**src/rtl/wta_gamma_controller.sv**
```systemverilog
// Winner-take-all gamma-cycle controller.
// Sequences one gamma cycle of TIME_PERIOD time steps, latches the first
// (lowest-index) spiking neuron, presents the result through a valid/ready
// handshake, and pulses a neuron clear before returning to idle.

`ifndef WTA_TIME_PERIOD
`define WTA_TIME_PERIOD 8
`endif
`ifndef WTA_NEURONS_PER_LAYER
`define WTA_NEURONS_PER_LAYER 4
`endif

module wta_gamma_controller #(
    parameter int TIME_PERIOD = `WTA_TIME_PERIOD,
    parameter int NEURONS     = `WTA_NEURONS_PER_LAYER
) (
    input  logic                           clk,
    input  logic                           rst_n,
    input  logic                           start,
    input  logic [NEURONS-1:0]             spike_volley,
    input  logic                           res_ready,
    output logic [$clog2(TIME_PERIOD):0]   time_val,
    output logic                           gamma_active,
    output logic                           inhibit,
    output logic                           neuron_clear,
    output logic                           res_valid,
    output logic                           res_spike,
    output logic [$clog2(TIME_PERIOD)-1:0] res_time,
    output logic [$clog2(NEURONS)-1:0]     res_winner,
    output logic [15:0]                    win_count
);

    localparam int TW = $clog2(TIME_PERIOD) + 1;
    localparam int RW = $clog2(TIME_PERIOD);
    localparam int WW = $clog2(NEURONS);

    typedef enum logic [1:0] {
        IDLE  = 2'd0,
        RUN   = 2'd1,
        DONE  = 2'd2,
        CLEAR = 2'd3
    } state_t;

    state_t          state_reg;
    state_t          state_next;
    logic [TW-1:0]   time_val_reg;
    logic            inhibit_reg;
    logic            res_spike_reg;
    logic [RW-1:0]   res_time_reg;
    logic [WW-1:0]   res_winner_reg;
    logic [15:0]     win_count_reg;

    logic            last_step;
    logic            any_spike;
    logic [WW-1:0]   first_idx;

    assign last_step = (time_val_reg == TW'(TIME_PERIOD - 1));
    assign any_spike = |spike_volley;

    // Priority encoder: scanning downward leaves the lowest set index.
    always_comb begin
        first_idx = '0;
        for (int i = NEURONS - 1; i >= 0; i--) begin
            if (spike_volley[i]) begin
                first_idx = WW'(i);
            end
        end
    end

    // State register.
    always_ff @(posedge clk or negedge rst_n) begin
        if (!rst_n) begin
            state_reg <= IDLE;
        end else begin
            state_reg <= state_next;
        end
    end

    // Next-state logic for the gamma-cycle sequence.
    always_comb begin
        state_next = state_reg;
        case (state_reg)
            IDLE:    if (start) state_next = RUN;
            RUN:     if (last_step) state_next = DONE;
            DONE:    if (res_ready) state_next = CLEAR;
            CLEAR:   state_next = IDLE;
            default: state_next = IDLE;
        endcase
    end

    // Time counter, winner latch and win counter.
    always_ff @(posedge clk or negedge rst_n) begin
        if (!rst_n) begin
            time_val_reg   <= '0;
            inhibit_reg    <= 1'b0;
            res_spike_reg  <= 1'b0;
            res_time_reg   <= '0;
            res_winner_reg <= '0;
            win_count_reg  <= '0;
        end else begin
            case (state_reg)
                IDLE: begin
                    time_val_reg <= '0;
                    if (start) begin
                        // Fresh gamma cycle: forget the previous result.
                        inhibit_reg    <= 1'b0;
                        res_spike_reg  <= 1'b0;
                        res_time_reg   <= '0;
                        res_winner_reg <= '0;
                    end
                end
                RUN: begin
                    time_val_reg <= last_step ? '0 : time_val_reg + TW'(1);
                    // Only the first spiking step wins; later ones are masked.
                    if (!inhibit_reg && any_spike) begin
                        inhibit_reg    <= 1'b1;
                        res_spike_reg  <= 1'b1;
                        res_time_reg   <= time_val_reg[RW-1:0];
                        res_winner_reg <= first_idx;
                    end
                end
                DONE: begin
                    if (res_ready) begin
                        inhibit_reg <= 1'b0;
                        if (res_spike_reg) begin
                            win_count_reg <= win_count_reg + 16'd1;
                        end
                    end
                end
                default: begin
                    time_val_reg <= '0;
                end
            endcase
        end
    end

    assign time_val     = time_val_reg;
    assign gamma_active = (state_reg == RUN);
    assign res_valid    = (state_reg == DONE);
    assign neuron_clear = (state_reg == CLEAR);
    assign inhibit      = inhibit_reg;
    assign res_spike    = res_spike_reg;
    assign res_time     = res_time_reg;
    assign res_winner   = res_winner_reg;
    assign win_count    = win_count_reg;

endmodule

```
**config.mk**
```make
export PLATFORM = sky130hd
export DESIGN_NAME = wta_gamma_controller
export DESIGN_NICKNAME = d
export VERILOG_FILES = /design/src/rtl/wta_gamma_controller.sv
export SDC_FILE = /design/constraint.sdc
export NUM_CORES = 1
export LEC_CHECK = 0
export ABC_AREA = 1
export CORE_MARGIN = 3
export CORE_UTILIZATION = 45
export DETAILED_ROUTE_END_ITERATION = 8
export PLACE_DENSITY = 0.74
export REMOVE_ABC_BUFFERS = 1
export SETUP_SLACK_MARGIN = 0.5
export SYNTH_ARGS = -nofsm -noshare
export SYNTH_HDL_FRONTEND = slang
export SYNTH_SLANG_ARGS = --single-unit
```
**constraint.sdc**
```tcl
create_clock -name clk -period 3.89 [get_ports clk]
set_input_delay 1.167 -clock clk [delete_from_list [all_inputs] [get_ports clk]]
set_output_delay 1.167 -clock clk [all_outputs]
set_load 0.02 [all_outputs]
```
== After elaboration in Yosys (flattened, before gate mapping) ==
Cells that the tools add are included.

* Output and inout bits: 30
* Word-level logic and storage cells: 48
* Bits in registers: 29
* Input port bits: 8

* Equal/unequal tests: 8
* Muxes and demuxes: 21
* Reduce and logical (&&, ||, !) cells: 10
* Add/subtract/negate cells: 2

{| class="wikitable"
|+ Operators by type and width
! kind !! count
|-
| $mux W2 || 9
|-
| $add A16 B1 Y16 const B || 1
|-
| $reduce_and A3 Y1 || 3
|-
| $pmux W2 S4 || 1
|-
| $pmux W4 S2 || 1
|-
| $mux W3 || 2
|-
| $pmux W3 S2 || 1
|-
| $add A4 B1 Y4 const B || 1
|-
| $eq A2 B2 Y1 const B || 2
|-
| $eq A4 B3 Y1 const B || 1
|-
| $mux W4 || 1
|-
| $ne A2 B1 Y1 const B || 2
|-
| $ne A2 B2 Y1 const B || 2
|-
| $pmux W2 S2 || 1
|-
| $reduce_and A4 Y1 || 1
|-
| $reduce_or A4 Y1 || 1
|-
| $mux W1 || 3
|-
| $pmux W1 S3 || 1
|-
| $reduce_bool A3 Y1 || 1
|-
| $eq A2 B1 Y1 const B || 1
|-
| $logic_not A2 Y1 || 1
|-
| $pmux W1 S2 || 1
|-
| $reduce_bool A2 Y1 || 1
|-
| $logic_and A1 B1 Y1 || 1
|-
| $logic_not A1 Y1 || 1
|}

== Logic depth before layout (Yosys ltp) ==
Gate-level depths: netlist of run 1.

* Depth in word-level cells: 6
* Mapped depth: 9
* Mapped depth without buffers: 9

== Worst setup path before layout of run 1 ==
Ideal clock, no wire load.

* Path type: reg-to-output
* Start: register state_reg[0]
* End: output res_valid
* Path slack: 1.825 ns
* Required time: 2.723 ns
* Buffers on the path: 0
* Arrival time: 0.898 ns
* Cell stages (with the launch flop): 3
* Path through: dfrtp_1 inv_1 ha_1

* Cells in the longest elaborated chain, start to end: 1

{| class="wikitable"
|+ Ends and longest elaborated chain
! item !! line !! source
|-
| start, declared || 44 || <nowiki>state_t state_reg;</nowiki>
|-
| start signal, assigned || 75 || <nowiki>state_reg <= state_next;</nowiki>
|-
| $eq A2 B2 Y1 || 139 || <nowiki>assign res_valid = (state_reg == DONE);</nowiki>
|-
| end, declared || 26 || <nowiki>output logic res_valid,</nowiki>
|}

Every way passes these cells.

== Final worst setup path of run 1 ==
* Start: register state_reg[1]
* End: output gamma_active

* Cells in the longest elaborated chain, start to end: 1

{| class="wikitable"
|+ Ends and longest elaborated chain
! item !! line !! source
|-
| $eq A2 B1 Y1 || 138 || <nowiki>assign gamma_active = (state_reg == RUN);</nowiki>
|-
| end, declared || 23 || <nowiki>output logic gamma_active,</nowiki>
|}

Every way passes these cells.

==> results.sh, run 1 <==
export IMPL_status="finished clean"
export IMPL_fin_area_um2=2030
export IMPL_dieArea_um2=4160
export IMPL_startpoint_type="flip-flop"
export IMPL_drv_slew=0
export IMPL_synth_seq_area_share_pct=47.1
export IMPL_power_density_nw_per_um2=529
export IMPL_synthSimpleGateAreaFrac_pct=27.9
export IMPL_clockBufferDepth=2
export IMPL_fin_nets=239
export IMPL_crit_fanout=12
export IMPL_yosysTopAreaCell="dfrtp_1"
export IMPL_viasPerCell=4.86
export IMPL_hold_path_class="flip-flop to flip-flop"
export IMPL_drive_gt1_share_pct=8.89
export IMPL_dr_pass1_iters=4
export IMPL_port_buffers=37
export IMPL_critPathCaptureType="primary output"
export IMPL_num_rows=20
export IMPL_cp_slowest_cell="clkdlybuf4s50_1"
export IMPL_vias=1306
export IMPL_total_power_mw=1.08
export IMPL_syn2layout_area_growth_pct=32.0
export IMPL_synth_most_common_cell="nand2_1"
export IMPL_synth_fa_ha_area_share_pct=5.68
export IMPL_core_area_um2=3150
export IMPL_postCtsHoldBufs=0
export IMPL_grt_usage_pct=17.3
export IMPL_ys_ff_latch=29
export IMPL_grt_overflow=0
export IMPL_fin_skew_ns=0.00247
export IMPL_io_pins=38
export IMPL_worstPathRequired_ns=2.72
export IMPL_drtAntennaViolNets=0
export IMPL_final_hold_viol_count=0
export IMPL_slew_headroom_pct=73.2
export IMPL_largest_register_ffs=16
export IMPL_yosys_top_cells_count="42 x nand2_1, 29 x dfrtp_1, 26 x inv_1, 19 x nor2_1, 14 x o21ai_0"
export IMPL_syn_area_per_cell_um2=8.52
export IMPL_synth_cell_types=23
export IMPL_clkTransAtPathRegs_ns=0.09
export IMPL_hpwl_mm=2.52
export IMPL_synth_compound_area_share_pct=6.74
export IMPL_p_leak_nw=0.963
export IMPL_post_route_period_util_pct=80.4
export IMPL_synth_ff_type="dfrtp_1"
export IMPL_post_cts_resized=0
export IMPL_numCtsBuffers=5
export IMPL_ir_drop_mv=0.315
export IMPL_grt_pass1_wl_mm=5.72
export IMPL_place_area_um2=1960
export IMPL_synth_edf_count=0
export IMPL_rsz0062_at_grt="false"
export IMPL_wl_mm=3.29
export IMPL_die_w_um=64.5
export IMPL_path_class="flip-flop to primary output"
export IMPL_wl_per_cell_um=12.2
export IMPL_timing_setup_tns_ns=0
export IMPL_die_h_um=64.5
export IMPL_grt_max_degree=30
export IMPL_clock_fmax_mhz=320
export IMPL_slowest_delay_ns=0.69
export IMPL_drv_cap=0
export IMPL_gp_congestion=0.869
export IMPL_synth_top_cell_area_share_pct=47.1
export IMPL_seq_area_um2=726
export IMPL_drc=0
export IMPL_grt_pass1_vias=1255
export IMPL_syn_cell_area_um2=1540
export IMPL_crit_chain="inv_1, ha_1, clkdlybuf4s50_1"
export IMPL_cts_num_sinks=29
export IMPL_clock_root_buffer="clkbuf_4"
export IMPL_layout_min_cycle_time_ns=3.13
export IMPL_syn_inst=181
export IMPL_synthArstFlopShare_pct=100
export IMPL_initial_core_util_pct=48.9
export IMPL_synth_top_family_by_area="simple AND/OR/NAND/NOR gates"
export IMPL_synth_area_mux_share_pct=0
export IMPL_tightestPinTransition_ns=0.403
export IMPL_antenna_found_initial=0
export IMPL_htree_num_levels=2
export IMPL_insertion_delay_ns=0.32
export IMPL_synth_xor_area_share_pct=5.60
export IMPL_multi_input_area_um2=708
export IMPL_antennaDiodeCount=0
export IMPL_final_util_pct=64.5
export IMPL_fillers=265
export IMPL_cp_arrival_ns=1.96
export IMPL_finalSetupViolations=0
export IMPL_post_cts_setup_buffer_count=0
export IMPL_synth_area_leaders="dfrtp_1 47%, nand2_1 10%, inv_1 6.3%"
export IMPL_drt_iter0_drc=68
export IMPL_yosysWarnings=0
export IMPL_cts_tree="built"
[placed cells by master, fill, tap and decap left out, drive strengths merged, types with 2 or more instances in the layout]
cell type	n
clkbuf	7
nand2	45
ha	7
a21oi	4
inv	26
dfrtp	29
xor2	7
xnor2	2
nand3	9
clkdlybuf4s50	37
nand4	6
nor2	24
o21ai	14
[worst max-delay path: cells and delay by family, from the launching register on]
kind                     cells  cell delay [ns]
flip-flops                   1             0.41
adder cells (fa/ha/maj)      1             0.42
buffers and inverters        2             0.81
[kinds of logic (layout without fill, tap and decap cells)]
group | count (synthesis) | in the layout
and+or+nand+nor | 88 | 88
adders and majority gates | 7 | 7
AOI/OAI and AO/OA | 20 | 20
DFF | 29 | 29
xor gates and xnor gates | 9 | 9
buffers and inverters | 28 | 72
[final cells by class]
cell class / count / share of cell area, %
clock buffer: 7 / 3.20
tap: 44 / 2.71
inverter: 26 / 4.80
multi-input combinational: 124 / 34.8
timing repair buffer: 38 / 18.6
clock inverter: 1 / 0.246
sequential: 29 / 35.7
[final timing paths]
| kind | from | slack (ns) | depth (start not counted) | endpoint |
|---|---|---|---|---|
| worst min-delay path | res_winner[0] | 0.49 | 2 | res_winner[0] |
| worst max register to register | state_reg[0] | 2.13 | 7 | win_count[8] |
| worst max-delay path | state_reg[1] | 0.76 | 3 | gamma_active |
| worst min register to register | res_winner[0] | 0.49 | 2 | res_winner[0] |
| min in group asynchronous | rst_n | 1.21 | 2 | win_count[4] |
| max in group asynchronous | rst_n | 2.42 | 2 | state_reg[0] |
[through the flow]
| step | setup slack, ns | instances | hold WS [ns] |
|---|---|---|---|
| CTS | 0.753 | 269 | 0.496 |
| global placement | 1.19 | 261 | 0.466 |
| global route | 0.681 | 269 | 0.510 |
| finish | 0.762 | 269 | 0.487 |
| floorplan | 1.82 | 179 | 0.505 |
| detailed placement | 1.11 | 261 | 0.472 |
[power by group]
part           total (mW)  internal, mW  switching [mW]
logic               0.452         0.188           0.264
registers           0.414         0.356          0.0581
clock network       0.211         0.105           0.107
[routing by layer]
| metal | part of all wire, % | GRT usage (%) | vias to the layer above |
|---|---|---|---|
| li1 | - | - | 654 |
| met1 | 45 | 22.8 | 611 |
| met2 | 49 | 28.5 | 36 |
| met3 | 4.6 | 3.12 | 5 |
| met4 | 1.3 | 6.33 | 0 |
| met5 | 0 | 0 | - |
Power figures use the tool's default switching activity.
==> run 2: changes to the inputs <==
==> constraint.sdc (replaced) <==
create_clock -name clk -period 3.1 [get_ports clk]
set_input_delay 0.93 -clock clk [delete_from_list [all_inputs] [get_ports clk]]
set_output_delay 0.93 -clock clk [all_outputs]
set_load 0.02 [all_outputs]
==> results.sh, run 2 (synthesis gave the netlist of run 1 again) <==
export IMPL_dr_pass1_iters=4
export IMPL_final_common_cell="nand2_1"
export IMPL_met3_length_um=134
export IMPL_hp_start="res_winner[0]"
export IMPL_power_density_nw_per_um2=651
export IMPL_clock_fmax_mhz=400
export IMPL_fin_cells=268
export IMPL_grt_max_degree=30
export IMPL_dr_wl_met2_mm=1.66
export IMPL_final_hold_viol_count=0
export IMPL_antennaDiodeCount=0
export IMPL_clockBufferDepth=2
export IMPL_grt_usage_pct=18.3
export IMPL_grt_pass1_vias=1282
export IMPL_drv_slew=0
export IMPL_num_rows=20
export IMPL_vias=1300
export IMPL_die_h_um=64.5
export IMPL_io_pins=38
export IMPL_viasPerCell=4.85
export IMPL_numCtsBuffers=5
export IMPL_drc=0
export IMPL_cts_num_sinks=29
export IMPL_initial_core_util_pct=48.9
export IMPL_gp_congestion=0.869
export IMPL_wl_per_cell_um=12.3
export IMPL_fin_nets=239
export IMPL_crit_fanout=4
export IMPL_slowest_delay_ns=0.62
export IMPL_wl_met1_mm=1.45
export IMPL_cp_slowest_cell="clkdlybuf4s50_1"
export IMPL_r2r_end="win_count[11]"
export IMPL_clkTransAtPathRegs_ns=0.08
export IMPL_syn2layout_area_growth_pct=31.2
export IMPL_fillers=286
export IMPL_slew_headroom_pct=74.7
export IMPL_cp_arrival_ns=1.57
export IMPL_reg2reg_slack_ns=1.44
export IMPL_total_power_mw=1.32
export IMPL_p_leak_nw=0.956
export IMPL_cts_tree="built"
export IMPL_core_area_um2=3150
export IMPL_antenna_found_initial=0
export IMPL_htree_num_levels=2
export IMPL_finalSetupViolations=0
export IMPL_drt_iter0_drc=70
export IMPL_largest_register_ffs=16
export IMPL_ir_drop_mv=0.532
export IMPL_drtAntennaViolNets=0
export IMPL_insertion_delay_ns=0.32
export IMPL_worstReg2RegStart="state_reg[0]"
export IMPL_tightestPinTransition_ns=0.378
export IMPL_worstPathRequired_ns=2.17
export IMPL_grt_overflow=0
export IMPL_worstHoldEndpoint="res_winner[0]"
export IMPL_wl_mm=3.29
export IMPL_layout_min_cycle_time_ns=2.50
export IMPL_crit_chain="ha_1, clkdlybuf4s50_1"
export IMPL_fin_skew_ns=0.00626
export IMPL_layout_common_cells="42 x nand2_1, 35 x clkdlybuf4s50_1, 29 x dfrtp_1"
export IMPL_r2r_cells=7
export IMPL_post_place_cells=261
export IMPL_startpoint_type="flip-flop"
export IMPL_status="finished clean"
export IMPL_topRoutingLayerUsed="met4"
export IMPL_dieArea_um2=4160
export IMPL_port_buffers=37
export IMPL_clock_root_buffer="clkbuf_4"
export IMPL_die_w_um=64.5
export IMPL_path_class="flip-flop to primary output"
export IMPL_hpwl_mm=2.50
export IMPL_drv_cap=0
export IMPL_hold_path_class="flip-flop to flip-flop"
export IMPL_grt_pass1_wl_mm=5.94
export IMPL_post_route_period_util_pct=80.6
export IMPL_critPathLaunch="state_reg[0]"
export IMPL_holdPathStages=2
export IMPL_postCtsHoldBufs=0
export IMPL_timing_setup_tns_ns=0
export IMPL_rsz0062_at_grt="false"
export IMPL_drive_gt1_share_pct=8.93
export IMPL_critPathCaptureType="primary output"
## run 2: cell types whose count changed in the layout (fill, tap and decap cells not counted)
cell / change
clkdlybuf4s50_1: -2
ha_1: -2
clkbuf_1: +1
dlygate4sd2_1: +2
clkbuf_8: -1
ha_2: +2
clkinv_2: -1
## run 2: area by class of cell
type                       instances  area (um^2)  share of cell area [%]
sequential                        29          726                    35.9
multi-input combinational        124          713                    35.3
tap                               44         55.1                    2.72
clock buffer                       7         55.1                    2.72
inverter                          26         97.6                    4.83
timing repair buffer              38          375                    18.6
## run 2: worst max path at each step
stage               slack, ns            to  depth (start not counted)
detailed placement       0.56  gamma_active                          3
global route             0.50  neuron_clear                          2
CTS                      0.57  neuron_clear                          2
finish                   0.60  neuron_clear                          2
global placement         0.64  gamma_active                          3
floorplan                1.27  gamma_active                          2
## run 2: per-layer routing
metal	GRT usage, %	vias up
met1	22.6	611
met3	5.89	4
met2	29.5	29
li1	-	656
met4	7.65	0
met5	0	-
## run 2: where the power goes
group	internal [mW]	switching, mW	leakage (nW)
Clock	0.107	0.126	0.0314
Combinational	0.231	0.331	0.537
Sequential	0.446	0.0751	0.387
Total	0.784	0.532	0.956
## run 2: critical path, delay by kind of cell (launching register included)
| kind | cells | cell delay, ns |
|---|---|---|
| buf+inv | 1 | 0.62 |
| flops | 1 | 0.42 |
| fa+ha+maj | 1 | 0.22 |
## run 2: what timing repair did
| action | in CTS | in global routing |
|---|---|---|
| endpoints found under the setup margin | 2 | 0 |
| setup buffers | 0 | 0 |
| resized for setup | 4 | 0 |
## run 2: metrics by stage
step	setup slack, ns	util (%)	instance area (um^2)	hold WS [ns]
3_3_place_gp	0.637	62.3	1960	0.466
4_1_cts	0.569	64.1	2020	0.494
3_5_place_dp	0.563	62.3	1960	0.472
5_1_grt	0.502	64.1	2020	0.508
6_report	0.600	64.1	2020	0.486
2_1_floorplan	1.27	-	1530	0.505
